**config.mk**
```make
export PLATFORM = sky130hd
export DESIGN_NAME = latch_pipeline_stage
export DESIGN_NICKNAME = d
export VERILOG_FILES = /design/src/rtl/latch_pipeline_stage.sv
export SDC_FILE = /design/constraint.sdc
export NUM_CORES = 1
export LEC_CHECK = 0
export ABC_AREA = 1
export CORE_MARGIN = 2
export CORE_UTILIZATION = 43
export CTS_CLUSTER_DIAMETER = 150
export DETAILED_ROUTE_END_ITERATION = 10
export PLACE_DENSITY = 0.86
export SLEW_MARGIN = 20
export SYNTH_ARGS = -nofsm -noshare
export SYNTH_HDL_FRONTEND = slang
export SYNTH_SLANG_ARGS = --single-unit
```
**constraint.sdc**
```tcl
create_clock -name clock -period 2.3 [get_ports clock]
set_clock_uncertainty 0.05 [all_clocks]
set_input_delay 0.575 -clock clock [delete_from_list [all_inputs] [get_ports clock]]
set_output_delay 0.575 -clock clock [all_outputs]
set_load 0.01 [all_outputs]
```
**src/rtl/latch_pipeline_stage.sv**
```systemverilog
// Pipeline-stage latch between stage STAGE and STAGE+1: pass, hold, bubble or flush a payload.
// Latency: one cycle from the capturing edge to out_valid/out_data; every output is registered.
// Backpressure: the shared stall vector. A stalled consumer holds the payload; a stalled producer alone inserts a bubble.
module latch_pipeline_stage #(
  parameter int unsigned           WIDTH         = 32,
  parameter int unsigned           STAGE         = 2,
  parameter int unsigned           STALL_WIDTH   = 6,
  parameter logic [WIDTH-1:0]      BUBBLE_VALUE  = '0,
  parameter int unsigned           COUNTER_WIDTH = 16
) (
  input  logic                     clock,
  input  logic                     reset,
  input  logic [STALL_WIDTH-1:0]   stall,
  input  logic                     flush,
  input  logic                     counter_clear,
  input  logic                     in_valid,
  input  logic [WIDTH-1:0]         in_data,
  output logic                     out_valid,
  output logic [WIDTH-1:0]         out_data,
  output logic [COUNTER_WIDTH-1:0] bubble_count,
  output logic [COUNTER_WIDTH-1:0] hold_count,
  output logic                     protocol_error
);

  // Elaboration checks on the parameter ranges this stage can support.
  if (WIDTH < 1 || WIDTH > 256) begin : g_bad_width
    $error("latch_pipeline_stage: WIDTH must be in 1..256");
  end
  if (STAGE + 1 >= STALL_WIDTH) begin : g_bad_stage
    $error("latch_pipeline_stage: STAGE+1 must be below STALL_WIDTH");
  end

  typedef enum logic [1:0] {
    ACT_FLUSH  = 2'd0,
    ACT_BUBBLE = 2'd1,
    ACT_PASS   = 2'd2,
    ACT_HOLD   = 2'd3
  } action_e;

  localparam logic [COUNTER_WIDTH-1:0] COUNT_MAX = '1;

  logic    sp;
  logic    sc;
  logic    stall_bad;
  logic    hold_inc;
  action_e action;

  // Only two bits of the stall vector matter at this boundary; the rest are
  // folded into a deliberately unused net.
  logic    unused_stall;
  assign unused_stall = ^stall;

  assign sp        = stall[STAGE];
  assign sc        = stall[STAGE+1];
  // A stalled consumer with a running producer is a non-monotone stall vector.
  assign stall_bad = sc & ~sp;
  // Only holding a real instruction counts as a hold cycle; a held bubble does not.
  assign hold_inc  = (action == ACT_HOLD) & out_valid;

  // Select the payload action for this edge, highest priority first.
  always_comb begin
    action = ACT_HOLD;
    if (flush) begin
      action = ACT_FLUSH;
    end else if (sp && !sc) begin
      action = ACT_BUBBLE;
    end else if (!sp) begin
      action = ACT_PASS;
    end
  end

  // Payload register: holding is simply not writing.
  always_ff @(posedge clock or posedge reset) begin
    if (reset) begin
      out_valid <= 1'b0;
      out_data  <= BUBBLE_VALUE;
    end else begin
      case (action)
        ACT_FLUSH, ACT_BUBBLE: begin
          out_valid <= 1'b0;
          out_data  <= BUBBLE_VALUE;
        end
        ACT_PASS: begin
          out_valid <= in_valid;
          out_data  <= in_valid ? in_data : BUBBLE_VALUE;
        end
        default: begin
          out_valid <= out_valid;
          out_data  <= out_data;
        end
      endcase
    end
  end

  // Saturating bubble counter; clear wins over an increment.
  always_ff @(posedge clock or posedge reset) begin
    if (reset) begin
      bubble_count <= '0;
    end else if (counter_clear) begin
      bubble_count <= '0;
    end else if (action == ACT_BUBBLE && bubble_count != COUNT_MAX) begin
      bubble_count <= bubble_count + 1'b1;
    end
  end

  // Saturating hold counter; clear wins over an increment.
  always_ff @(posedge clock or posedge reset) begin
    if (reset) begin
      hold_count <= '0;
    end else if (counter_clear) begin
      hold_count <= '0;
    end else if (hold_inc && hold_count != COUNT_MAX) begin
      hold_count <= hold_count + 1'b1;
    end
  end

  // Sticky protocol error flag, independent of flush; clear wins over a set.
  always_ff @(posedge clock or posedge reset) begin
    if (reset) begin
      protocol_error <= 1'b0;
    end else if (counter_clear) begin
      protocol_error <= 1'b0;
    end else if (stall_bad) begin
      protocol_error <= 1'b1;
    end
  end

endmodule

```
==> run summary, run 1 <==
CTS root buf: clkbuf_8
Ys flop type: dfrtp_1
Gp weighted congestion: 0.880
Setup crit end kind: primary output
# IOs: 109
Final worst-path cycle share: 0.889
Async set-reset flop share out of synthesis: 1.00
Layout cell share with drive strength beyond 1: 0.0781
CTS H-Tree Depth: 3
Cell taking the most area after synthesis: dfrtp_1
Outcome: finished, final reports clean
Top-count cell post-synth: nand2_1
Synth top area share: 0.468
Worst min path class: reg -> reg
Setup CP Type: reg -> out
Cell Area, Synth: 3530 um^2
Port-buffer cells: 104
Pwr dens: 478 nW/um^2
FMAX: 0.489 GHz
Post-CTS Setup Bufs: 0
WL final: 8740 um
Hold_buf cts: 0
Syn. warnings: 0
WP buf/inv: 1
Max-slew headroom: 0.737
Final Hold Vio Count: 0
Seq cells post-synth: 66
Die area: 8950 um^2
Setup TNS: 0 ps
Final #Nets: 629
Post_cts resized: 0
Clock-pin transition on the worst setup and hold timing paths: 70 ps
Max Cap Violations: 0
Clock Tree Buf Depth: 2
Initial antenna violation count: 0
DR iter-0 viols: 147
CTS tree: yes
Largest net degree at the start of global routing: 67
Row count: 33
Top delay family on crit path: buffers and inverters
Area contributors post-synth: dfrtp_1, nand2_1, inv_1, nand3_1, o21ai_0
Tot GR Track Use: 0.205
RSZ-0062 raised after global routing: no
Most frequent cells after synthesis: nand2_1, inv_1, dfrtp_1
Initial Util: 0.436
Number of synthesized flops with an enable pin: 0
First-pass GRT wire length: 14500 um
Final setup fails: 0
Post-route ant nets: 0
Hold WS: 433 ps
Gate Count Post-Synth: 472
Layout fillers: 720
Vias in the first global route: 3254
WP data required: 1670 ps
Diodes inserted: 0
Seq/Total Area, Yosys: 0.468
Worst-path fanout max: 7
Max Transition Viols Final: 0
Synthesized net count: 517
Worst slew pin tran: 394 ps
Synth cell types: 22
Vias per Instance: 4.88
Syn-to-layout area delta: 39.5%
Slowest cell on crit path: clkdlybuf4s50_1
Worst-Skew Late Latency: 340 ps
Worst vdd ir: 334 uV
Synth Area per Inst: 7.48 um^2
Residual DRC: 0
Total core area: 8090 um^2
Clk sinks: 66
Static Leak: 2.32 nW
Die W: 94.6 um
Drt first pass iters: 4
CP max stage delay: 600 ps
Worst EP arrival: 1420 ps
Crit-path cells: clkdlybuf4s50_1
Startpoint Class: flop
Total gr overflow: 0
Drt wl/cell: 12.6 um
Via count: 3386
Die Ht: 94.6 um
Crit path time final: 2040 ps
Num CTS Buffers: 9
DP HPWL: 6330 um
==> placed cells by master, fill, tap and decap left out <==
cell type          n
a21oi_1            1
buf_12             2
buf_4              7
bufinv_16          1
clkbuf_1           1
clkbuf_8           9
clkdlybuf4s50_1  104
clkinv_2           4
clkinvlp_4         1
dfrtp_1           66
ha_1               2
inv_1             73
inv_2              1
nand2_1          142
nand2_2            4
nand3_1           53
nand3_2            2
nand3b_1           8
nand4_1            6
nor2_1            28
nor2_2             7
nor2_4             7
o21ai_0           45
o21ai_1            3
o21ai_2            1
xnor2_1            1
xor2_1            10
==> tightest hold or removal path, stage by stage (launching register included) <==
cell     delay, ps
dfrtp_1        350
nand2_1         50
o21ai_0         50
==> where the power goes <==
| group | switching (W) | internal [W] |
|---|---|---|
| combinational | 0.000106 | 0.000118 |
| sequential | 0.0000138 | 0.00118 |
| clock | 0.000443 | 0.000493 |
| total | 0.000563 | 0.00179 |
==> through the flow <==
| step | utilization | setup WS [ps] | cells | area, um^2 | total power, W |
|---|---|---|---|---|---|
| floorplan | - | 20.2 | 472 | 3530 | 0.00130 |
| global route | 0.608 | 196 | 694 | 4920 | 0.00246 |
| CTS | 0.608 | 237 | 694 | 4920 | 0.00239 |
| global placement | 0.585 | 196 | 678 | 4740 | 0.00144 |
| detailed placement | 0.585 | 155 | 678 | 4740 | 0.00144 |
| finish | 0.608 | 256 | 694 | 4920 | 0.00236 |
==> final timing paths <==
kind	from	to	slack, ps	cells past startpoint
setup / recovery	hold_count[2]$_DFFE_PP0P_	hold_count[2]	260	1
hold / removal	out_data[30]$_DFFE_PP0P_	out_data[30]$_DFFE_PP0P_	430	2
setup reg to reg	bubble_count[1]$_DFFE_PP0P_	bubble_count[7]$_DFFE_PP0P_	560	7
hold reg to reg	out_data[30]$_DFFE_PP0P_	out_data[30]$_DFFE_PP0P_	430	2
max in group asynchronous	reset	out_data[6]$_DFFE_PP0P_	1340	3
min in group asynchronous	reset	out_data[21]$_DFFE_PP0P_	590	3
==> sequential cells by signal, indices dropped and copies added, names as in the netlist <==
signal / flops
out_data: 32
bubble_count: 16
hold_count: 16
out_valid: 1
protocol_error: 1
==> per-layer routing <==
metal,vias up,share of wire,track usage
met2,122,0.48,0.343
met3,11,0.075,0.0599
met5,-,0,0
li1,1696,-,-
met1,1557,0.43,0.249
met4,0,0.014,0.0797
==> cell families after synthesis <==
| logic type | after synthesis | share of synthesized area |
|---|---|---|
| and+or+nand+nor | 257 | 0.331 |
| buffers and inverters | 86 | 0.0943 |
| DFF | 66 | 0.468 |
| AOI/OAI and AO/OA | 50 | 0.0720 |
| xor gates and xnor gates | 11 | 0.0273 |
| adders and majority gates | 2 | 0.00709 |
==> cell type report <==
class / count / area [um^2] / share of cell area
flip-flops and latches: 66 / 1650 / 0.335
multi-input cells: 320 / 1540 / 0.314
clock inverters: 6 / 57.6 / 0.0117
repair buffers: 113 / 1130 / 0.230
well taps: 105 / 131 / 0.0267
inverters: 74 / 278 / 0.0564
clock buffers: 10 / 128 / 0.0259
Note: power is estimated with default switching activity, not from simulation.
==> run 2, diff against run 1 <==
GPL_TIMING_DRIVEN = 0   (was not set)
==> run summary, run 2 (synthesis gave the netlist of run 1 again) <==
Commonest cells after routing, fill and taps aside: nand2_1, clkdlybuf4s50_1, inv_1, dfrtp_1, nand3_1
Vias per Instance: 5.00
Syn-to-layout area delta: 39.6%
Final Hold Vio Count: 0
Footprint of the multi-input gates: 1540 um^2
First-pass GRT wire length: 14900 um
CTS H-Tree Depth: 3
Initial Util: 0.436
Worst min path class: reg -> reg
Top reg by flops: out_data
Crit path time final: 2040 ps
Max Transition Viols Final: 0
Die Ht: 94.6 um
Drt wl/cell: 12.9 um
Total power: 0.00241 W
Final setup fails: 0
Worst-Skew Late Latency: 340 ps
RSZ-0062 raised after global routing: no
Worst vdd ir: 303 uV
Count of non-filler cells in the finished layout: 698
# IOs: 109
Diodes inserted: 0
Clock-pin transition on the worst setup and hold timing paths: 70 ps
WP data required: 1670 ps
WP buf/inv: 1
Commonest non-fill, non-tap cell in the layout: nand2_1
Die W: 94.6 um
Max reg flops: 32
Post_cts resized: 0
Number of stages on the worst setup path: 1
Port-buffer cells: 104
Outcome: finished, final reports clean
Setup crit end kind: primary output
Worst EP arrival: 1410 ps
Layout cell share with drive strength beyond 1: 0.0725
WL final: 9020 um
R2R cell count: 8
Worst-path fanout max: 7
Vias in the first global route: 3312
Crit-path cells: clkdlybuf4s50_1
CP max stage delay: 590 ps
Via count: 3487
Worst slew pin tran: 544 ps
Register area: 1650 um^2
Clk sinks: 66
DP HPWL: 6770 um
Drt first pass iters: 5
Static Leak: 2.31 nW
Slowest cell on crit path: clkdlybuf4s50_1
Pwr dens: 490 nW/um^2
Hold depth: 2
CTS root buf: clkbuf_8
Gp weighted congestion: 0.886
FMAX: 0.490 GHz
Max-slew headroom: 0.637
Hold WS: 440 ps
Largest net degree at the start of global routing: 38
Tot GR Track Use: 0.211
Row count: 33
Total gr overflow: 0
Residual DRC: 0
DR iter-0 viols: 142
Layout fillers: 726
Post-route ant nets: 0
Setup CP Type: reg -> out
Total core area: 8090 um^2
Final #Nets: 633
Startpoint Class: flop
DP Cell Count: 682
Hold_buf cts: 0
CTS tree: yes
Initial antenna violation count: 0
Num CTS Buffers: 9
Top delay family on crit path: buffers and inverters
Die area: 8950 um^2
Final worst-path cycle share: 0.887
Post-CTS Setup Bufs: 0
Clock Tree Buf Depth: 2
Max Cap Violations: 0
Top flop regs: out_data: 32 flops, bubble_count: 16 flops, hold_count: 16 flops
-- run 2: cell count changes in the layout (fill, tap and decap cells not counted) --
cell      previous run  this run
buf_1                0         3
clkinv_4             0         2
inv_6                0         2
buf_2                0         2
clkinv_2             4         1
clkbuf_1             1         5
inv_4                0         1
buf_4                7         2
buf_12               2         1
inv_2                1         0
-- run 2: cell type report --
class / count / area share
flip-flops and latches: 66 / 0.335
multi-input cells: 320 / 0.314
repair buffers: 105 / 0.215
inverters: 74 / 0.0569
well taps: 105 / 0.0267
clock buffers: 9 / 0.0252
clock inverters: 7 / 0.0158
plain buffers: 12 / 0.0112
-- run 2: worst paths after layout --
| path | slack [ps] | endpoint | startpoint |
|---|---|---|---|
| min in group asynchronous | 530 | out_data[24]$_DFFE_PP0P_ | reset |
| worst min register to register | 440 | out_data[22]$_DFFE_PP0P_ | out_data[22]$_DFFE_PP0P_ |
| worst min-delay path | 440 | out_data[22]$_DFFE_PP0P_ | out_data[22]$_DFFE_PP0P_ |
| worst max-delay path | 260 | bubble_count[12] | bubble_count[12]$_DFFE_PP0P_ |
| worst max register to register | 660 | bubble_count[9]$_DFFE_PP0P_ | bubble_count[0]$_DFFE_PP0P_ |
| max in group asynchronous | 1140 | bubble_count[14]$_DFFE_PP0P_ | reset |
-- run 2: per-layer routing --
metal	global-route usage	share of wire
met5	0	0
met4	0.0857	0.015
met3	0.0575	0.074
met2	0.357	0.50
met1	0.255	0.41
-- run 2: through the flow --
step	TNS, ps	utilization	worst slack, ps	cell area [um^2]
2_1_floorplan	0	-	20.2	3530
3_3_place_gp	-73800	0.581	-1120	4700
3_5_place_dp	0	0.584	47.9	4720
4_1_cts	0	0.609	247	4920
5_1_grt	0	0.609	212	4920
6_report	0	0.609	260	4920
-- run 2: power breakdown --
group          internal [W]  leakage, nW  total, W  switching [W]
clock              0.000510        0.100  0.000996       0.000486
combinational      0.000115         1.29  0.000225       0.000110
sequential          0.00118        0.911   0.00119      0.0000137
total               0.00181         2.31   0.00241       0.000609
==> run 3, diff against run 2 <==
RECOVER_POWER = 25   (was not set)
==> run summary, run 3 (synthesis gave the netlist of run 1 again) <==
Initial Util: 0.436
Final #Nets: 633
Crit path time final: 2050 ps
# IOs: 109
Hold_buf cts: 0
First-pass GRT wire length: 14900 um
CP max stage delay: 590 ps
Total power: 0.00242 W
Commonest non-fill, non-tap cell in the layout: nand2_1
Max Cap Violations: 0
Clock-pin transition on the worst setup and hold timing paths: 70 ps
Top delay family on crit path: buffers and inverters
Diodes inserted: 0
Largest net degree at the start of global routing: 38
Layout cell share with drive strength beyond 1: 0.0708
Hold WS: 440 ps
DR iter-0 viols: 143
Worst EP arrival: 1420 ps
Commonest cells after routing, fill and taps aside: nand2_1, clkdlybuf4s50_1, inv_1, dfrtp_1, nand3_1
Max reg flops: 32
WP buf/inv: 1
R2R cell count: 8
Initial antenna violation count: 0
Gp weighted congestion: 0.886
Max Transition Viols Final: 0
Syn-to-layout area delta: 39.5%
Hold depth: 2
Total core area: 8090 um^2
Hold Path Sink: out_data[22]$_DFFE_PP0P_
Row count: 33
Post_cts resized: 0
Worst vdd ir: 306 uV
Crit-path cells: clkdlybuf4s50_1
Pwr dens: 491 nW/um^2
DP Cell Count: 682
Final setup fails: 0
CTS H-Tree Depth: 3
Top reg by flops: out_data
Max-slew headroom: 0.232
Clock Tree Buf Depth: 2
Vias in the first global route: 3312
Top flop regs: out_data: 32 flops, bubble_count: 16 flops, hold_count: 16 flops
CTS tree: yes
Num CTS Buffers: 9
Slowest cell on crit path: clkdlybuf4s50_1
DP HPWL: 6770 um
Worst-Skew Late Latency: 340 ps
Setup CP Type: reg -> out
FMAX: 0.489 GHz
Outcome: finished, final reports clean
WP data required: 1670 ps
Total gr overflow: 0
WL final: 9040 um
Vias per Instance: 5.00
Setup crit end kind: primary output
Tot GR Track Use: 0.211
Count of non-filler cells in the finished layout: 698
Via count: 3491
Worst slew pin tran: 1150 ps
Clk sinks: 66
Post-route ant nets: 0
Fin util: 0.608
Port-buffer cells: 104
Die W: 94.6 um
Post-CTS Setup Bufs: 0
Final worst-path cycle share: 0.890
Worst min path class: reg -> reg
Startpoint Class: flop
Die Ht: 94.6 um
Worst-path fanout max: 7
Worst hold start: out_data[22]$_DFFE_PP0P_
Final Hold Vio Count: 0
CTS root buf: clkbuf_8
Die area: 8950 um^2
RSZ-0062 raised after global routing: no
Register-to-register setup slack: 660 ps
Residual DRC: 0
Static Leak: 2.31 nW
Drt first pass iters: 5
Reg-to-reg endpoint: bubble_count[9]$_DFFE_PP0P_
Drt wl/cell: 12.9 um
FF-to-FF Start: bubble_count[0]$_DFFE_PP0P_
## run 3: layout make-up
class	instances	area (um^2)
fillers	727	3170
flip-flops and latches	66	1650
multi-input cells	320	1540
repair buffers	105	1060
inverters	74	278
well taps	105	131
clock buffers	9	124
clock inverters	7	77.6
plain buffers	12	55.1
## run 3: layer usage
| layer | vias up | wire length, um | global-route usage |
|---|---|---|---|
| met3 | 20 | 679 | 0.0575 |
| li1 | 1709 | - | - |
| met1 | 1619 | 3720 | 0.255 |
| met2 | 143 | 4470 | 0.357 |
| met5 | - | 0 | 0 |
| met4 | 0 | 168 | 0.0857 |
## run 3: metrics by stage
step                setup TNS, ps  cell area [um^2]  worst slack, ps
detailed placement              0              4720             47.9
CTS                             0              4920              247
finish                          0              4920              254
floorplan                       0              3530             20.2
global placement           -73800              4700            -1120
global route                    0              4920              212
## run 3: power breakdown
part           switching, W  internal (W)
clock network      0.000491      0.000510
registers         0.0000136       0.00118
logic              0.000110      0.000114
## run 3: worst max-delay path by stage
stage / cells past startpoint / start / slack [ps] / to
detailed placement: 5 / counter_clear / 50 / hold_count[14]$_DFFE_PP0P_
finish: 1 / bubble_count[12]$_DFFE_PP0P_ / 250 / bubble_count[12]
CTS: 1 / hold_count[3]$_DFFE_PP0P_ / 250 / hold_count[3]
global placement: 2 / reset / -1120 / hold_count[14]$_DFFE_PP0P_
floorplan: 1 / reset / 20 / bubble_count[0]$_DFFE_PP0P_
global route: 1 / hold_count[2]$_DFFE_PP0P_ / 210 / hold_count[2]
==> edit 1 (settings of run 2) <==
Reset style: synchronous (`reset`), changed in 4 clocked blocks.
--- a/src/rtl/latch_pipeline_stage.sv
+++ b/src/rtl/latch_pipeline_stage.sv
@@ -70,7 +70,7 @@
   end
 
   // Payload register: holding is simply not writing.
-  always_ff @(posedge clock or posedge reset) begin
+  always_ff @(posedge clock) begin
     if (reset) begin
       out_valid <= 1'b0;
       out_data  <= BUBBLE_VALUE;
@@ -93,7 +93,7 @@
   end
 
   // Saturating bubble counter; clear wins over an increment.
-  always_ff @(posedge clock or posedge reset) begin
+  always_ff @(posedge clock) begin
     if (reset) begin
       bubble_count <= '0;
     end else if (counter_clear) begin
@@ -104,7 +104,7 @@
   end
 
   // Saturating hold counter; clear wins over an increment.
-  always_ff @(posedge clock or posedge reset) begin
+  always_ff @(posedge clock) begin
     if (reset) begin
       hold_count <= '0;
     end else if (counter_clear) begin
@@ -115,7 +115,7 @@
   end
 
   // Sticky protocol error flag, independent of flush; clear wins over a set.
-  always_ff @(posedge clock or posedge reset) begin
+  always_ff @(posedge clock) begin
     if (reset) begin
       protocol_error <= 1'b0;
     end else if (counter_clear) begin
Function: differs if reset is asserted again (counterexample within 4 cycles, from zero or initial values and one cycle with reset high); with reset held inactive, the same outputs for 10 cycles.
==> edit 1 against run 2 <==
Routed wire length shrank 11%; area after synthesis decreased by 13%; setup slack improved by 0.057 ns; sequential cell count stayed put; total power shrank 0.39%; register-to-register slack got worse by 0.09 ns; cell area shrank 10%; clock power is 7% higher; largest power group unchanged.
==> edit 1: results (changes against run 2) <==
[placed_design]
dp_worst_setup_slack_ns = 0.0590  ; was 0.0479 ns
hpwl_mm = 6.18  ; was 6.77 mm
gp_congestion = 0.955  ; was 0.886
io_buffer_count = 103  ; was 104

[logic_synthesis]
yosys.area_share.adder_pct = 0.818  ; was 0.709%
synth_nets = 500  ; was 517
synth-compound-area-share_pct = 10.1  ; was 7.20%
yosysSeqAreaShare_pct = 43.2  ; was 46.8%
yosysUniqueCellTypes = 26  ; was 22
synthTopCellsByArea = dfxtp_1, nand2_1, nor2_1  ; was dfrtp_1, nand2_1, inv_1
synth_xor_area_share_pct = 0  ; was 2.73%
async_flop_share_pct = 0  ; was 100%
synth_common_cells = nand2_1, nor2_1, dfxtp_1, a21oi_1, inv_1  ; was nand2_1, inv_1, dfrtp_1, nand3_1, o21ai_0

[global_route]
grt_pass1_wl_mm = 13.0  ; was 14.9 mm
globalRouteTotalUtil_pct = 21.0  ; was 21.1%
grt_pass1_vias = 2997  ; was 3312
grt_max_degree = 12  ; was 38

[critical_path]
rr_startpoint = hold_count[0]$_SDFFE_PP0P_  ; was bubble_count[0]$_DFFE_PP0P_
path_max_fanout = 6  ; was 7
r2r_slack_ns = 0.57  ; was 0.66 ns
r2r_cells = 7  ; was 8
max_stage_delay_ns = 0.58
critical_path_arrival_ns = 1.36  ; was 1.41 ns
reg2reg_to = hold_count[3]$_SDFFE_PP0P_  ; was bubble_count[9]$_DFFE_PP0P_

[layout]
nets = 614  ; was 633
drive_above_1_share_pct = 7.84  ; was 7.25%
fillers = 616  ; was 726

[power]
peakVddDrop_uv = 385  ; was 303 uV
p_clk_mw = 1.07  ; was 996 uW
leakage_nw = 1.65  ; was 2.31 nW
netSwitchingPower_uw = 516  ; was 609 uW

[worst_hold_path]
hold_path_end = out_data[29]$_SDFFE_PP0P_  ; was out_data[22]$_DFFE_PP0P_
hold_path_class = flop to flop  ; unchanged
min-delay-start = out_data[29]$_SDFFE_PP0P_  ; was out_data[22]$_DFFE_PP0P_

[clocking]
ctsResizeCount = 0  ; unchanged
cts_setup_buffers = 0  ; unchanged

[routing]
via_per_inst = 4.93  ; was 5.00
drt_iter0_markers = 197  ; was 142
wire_per_inst_um = 12.0  ; was 12.9 um

[sta]
maxSlewHeadroom_pct = 71.6  ; was 63.7%
final-hold-violation-count = 0  ; unchanged

[status]
status = finished clean  ; unchanged

edit 1: changes by cell type in the layout (fill, tap and decap cells not counted), sizes merged, moves of 5 or more:
| cell | run 2 | this run |
|---|---|---|
| inv | 76 | 34 |
| dfxtp | 0 | 66 |
| nor2 | 42 | 84 |
| dfrtp | 66 | 0 |
| nor3 | 0 | 5 |
| nand3 | 55 | 34 |
| xor2 | 10 | 0 |
| a21oi | 1 | 55 |
| o21ai | 49 | 2 |
| nand3b | 8 | 1 |
edit 1: layer usage:
layer / global-route usage (%) / up-vias / share of wire, %
li1: - / 1673 / -
met1: 26.6 / 1497 / 41
met2: 34.5 / 122 / 50
met3: 4.38 / 14 / 6.9
met4: 9.78 / 0 / 1.8
met5: 0 / - / 0
edit 1: kinds of logic (layout without fill, tap and decap cells):
kind of cell	Yosys count	after routing
compound gates	60	60
flops	66	66
buf+inv	50	169
simple gates	277	277
fa+ha+maj	2	2
edit 1: worst max-delay path by stage:
| stage | from | end | slack [ns] | depth (start not counted) |
|---|---|---|---|---|
| 6_report | bubble_count[11]$_SDFFE_PP0P_ | bubble_count[11] | 0.32 | 1 |
| 5_1_grt | bubble_count[11]$_SDFFE_PP0P_ | bubble_count[11] | 0.27 | 1 |
| 4_1_cts | bubble_count[11]$_SDFFE_PP0P_ | bubble_count[11] | 0.30 | 1 |
| 3_5_place_dp | stall[2] | bubble_count[13]$_SDFFE_PP0P_ | 0.06 | 8 |
| 3_3_place_gp | stall[2] | bubble_count[13]$_SDFFE_PP0P_ | 0.12 | 8 |
| 2_1_floorplan | bubble_count[0]$_SDFFE_PP0P_ | bubble_count[10]$_SDFFE_PP0P_ | 0.76 | 9 |
edit 1: area by class of cell:
class / instances / area, sq um / share of cell area (%)
buffer: 16 / 90.1 / 2.03
tap: 96 / 120 / 2.71
inverter: 34 / 128 / 2.88
timing repair buffer: 103 / 1030 / 23.3
clock inverter: 5 / 77.6 / 1.75
multi-input combinational: 339 / 1520 / 34.3
sequential: 66 / 1320 / 29.8
clock buffer: 11 / 141 / 3.19
edit 1: worst register-to-register path: cells and delay by family (launching register included):
kind / cells / cell delay (ns)
AOI/OAI and AO/OA: 1 / 0.17
adders and majority gates: 1 / 0.22
buffers and inverters: 1 / 0.22
DFF: 1 / 0.41
and+or+nand+nor: 4 / 0.56
edit 1: metrics by stage:
stage | instance area, sq um | power [mW] | instances | hold slack [ns]
floorplan | 3060 | 1.25 | 455 | 0.438
global placement | 4210 | 1.36 | 654 | 0.400
detailed placement | 4210 | 1.36 | 654 | 0.406
CTS | 4430 | 2.43 | 670 | 0.417
global route | 4430 | 2.48 | 670 | 0.429
finish | 4430 | 2.40 | 670 | 0.414
==> edit 2 (flow settings as in run 2) <==
Without the edit above. `COUNTER_WIDTH`: 16 -> 24.
--- a/src/rtl/latch_pipeline_stage.sv
+++ b/src/rtl/latch_pipeline_stage.sv
@@ -6,7 +6,7 @@
   parameter int unsigned           STAGE         = 2,
   parameter int unsigned           STALL_WIDTH   = 6,
   parameter logic [WIDTH-1:0]      BUBBLE_VALUE  = '0,
-  parameter int unsigned           COUNTER_WIDTH = 16
+  parameter int unsigned           COUNTER_WIDTH = 24
 ) (
   input  logic                     clock,
   input  logic                     reset,
Ports: changed (resized bubble_count and hold_count); port bits go from 109 to 125. No check against the original RTL was run, so the function may have changed too.
==> edit 2 against run 2 <==
Total power grew 21%; die area grew 31%; area after synthesis grew 33%; hold slack lost 0.0040 ns; cell area grew 29%; first-iteration DRC count grew 34%; utilization shrank 1.9 points; sequential power grew 24%; largest power group unchanged; sequential cell count grew 16; setup slack lost 0.033 ns; via count grew 28%; sequential share of layout area shrank 1.2 points; routed wire length grew 29%; count of clock-buffer cells in the layout grew 1.
==> edit 2: results (changes against run 2) <==
[placed_design]
io_buffer_count = 120  ; was 104
gp_congestion = 0.867  ; was 0.886
dpl_cell_area_sq_mm = 0.00611  ; was 0.00472 sq mm

[global_route]
globalRouteTotalUtil_pct = 21.2  ; was 21.1%

[logic_synthesis]
synth-compound-area-share_pct = 6.72  ; was 7.20%
synth_nets = 670  ; was 517
synthTopCellsByArea = dfrtp_1, nand2_1, nand3_1  ; was dfrtp_1, nand2_1, inv_1
synth_area_sq_mm = 0.00469  ; was 0.00353 sq mm
yosysUniqueCellTypes = 29  ; was 22
yosys.area_share.adder_pct = 0.534  ; was 0.709%

[status]
status = finished clean  ; unchanged

[critical_path]
r2r_cells = 9  ; was 8
startpoint = bubble_count[18]$_DFFE_PP0P_  ; was bubble_count[12]$_DFFE_PP0P_
reg2reg_to = bubble_count[0]$_DFFE_PP0P_  ; was bubble_count[9]$_DFFE_PP0P_

[layout]
nets = 803  ; was 633
nonClkBufAreaFrac_pct = 21.3  ; was 22.7%
top_regs = out_data x32, bubble_count x24, hold_count x24  ; was out_data x32, bubble_count x16, hold_count x16
seq_cells = 82  ; was 66
fillers = 960  ; was 726
multi_input_cells = 446  ; was 320
nClkBuffers = 10  ; was 9
multi_input_area_sq_mm = 0.00223  ; was 0.00154 sq mm

[power]
internal-power_mw = 2.22  ; was 1.81 mW
p_per_area_mw_per_mm2 = 460  ; was 490 mW/mm^2
peakVddDrop_uv = 295  ; was 303 uV
leakage_nw = 2.83  ; was 2.31 nW

[sta]
setup_ws_ns = 0.227  ; was 0.260 ns

[routing]
wl_met2_mm = 5.47  ; was 4.50 mm
dr.pass1.iters = 4  ; was 5
m1WireLength_mm = 5.19  ; was 3.72 mm

[clocking]
clkTransAtPathRegs_ns = 0.10  ; was 0.07 ns

## edit 2: cell count changes after synthesis, moves of 4 or more
cell      change
o21ai_0      -10
nand3_2       +5
o21bai_1      +5
nand3b_1      +8
nand2_1      +45
nand3_1      +22
xnor2_1       +4
o21ai_1       +4
o21ai_2       +4
nor2_1       +20
nand2_2       +5
dfrtp_1      +16
## edit 2: how the worst min path moves through the flow
stage,slack [ns],from,to
finish,0.44,out_data[25]$_DFFE_PP0P_,out_data[25]$_DFFE_PP0P_
global route,0.46,out_data[25]$_DFFE_PP0P_,out_data[25]$_DFFE_PP0P_
global placement,0.41,out_data[25]$_DFFE_PP0P_,out_data[25]$_DFFE_PP0P_
CTS,0.44,out_data[6]$_DFFE_PP0P_,out_data[6]$_DFFE_PP0P_
detailed placement,0.42,out_data[6]$_DFFE_PP0P_,out_data[6]$_DFFE_PP0P_
floorplan,0.47,out_data[0]$_DFFE_PP0P_,out_data[0]$_DFFE_PP0P_
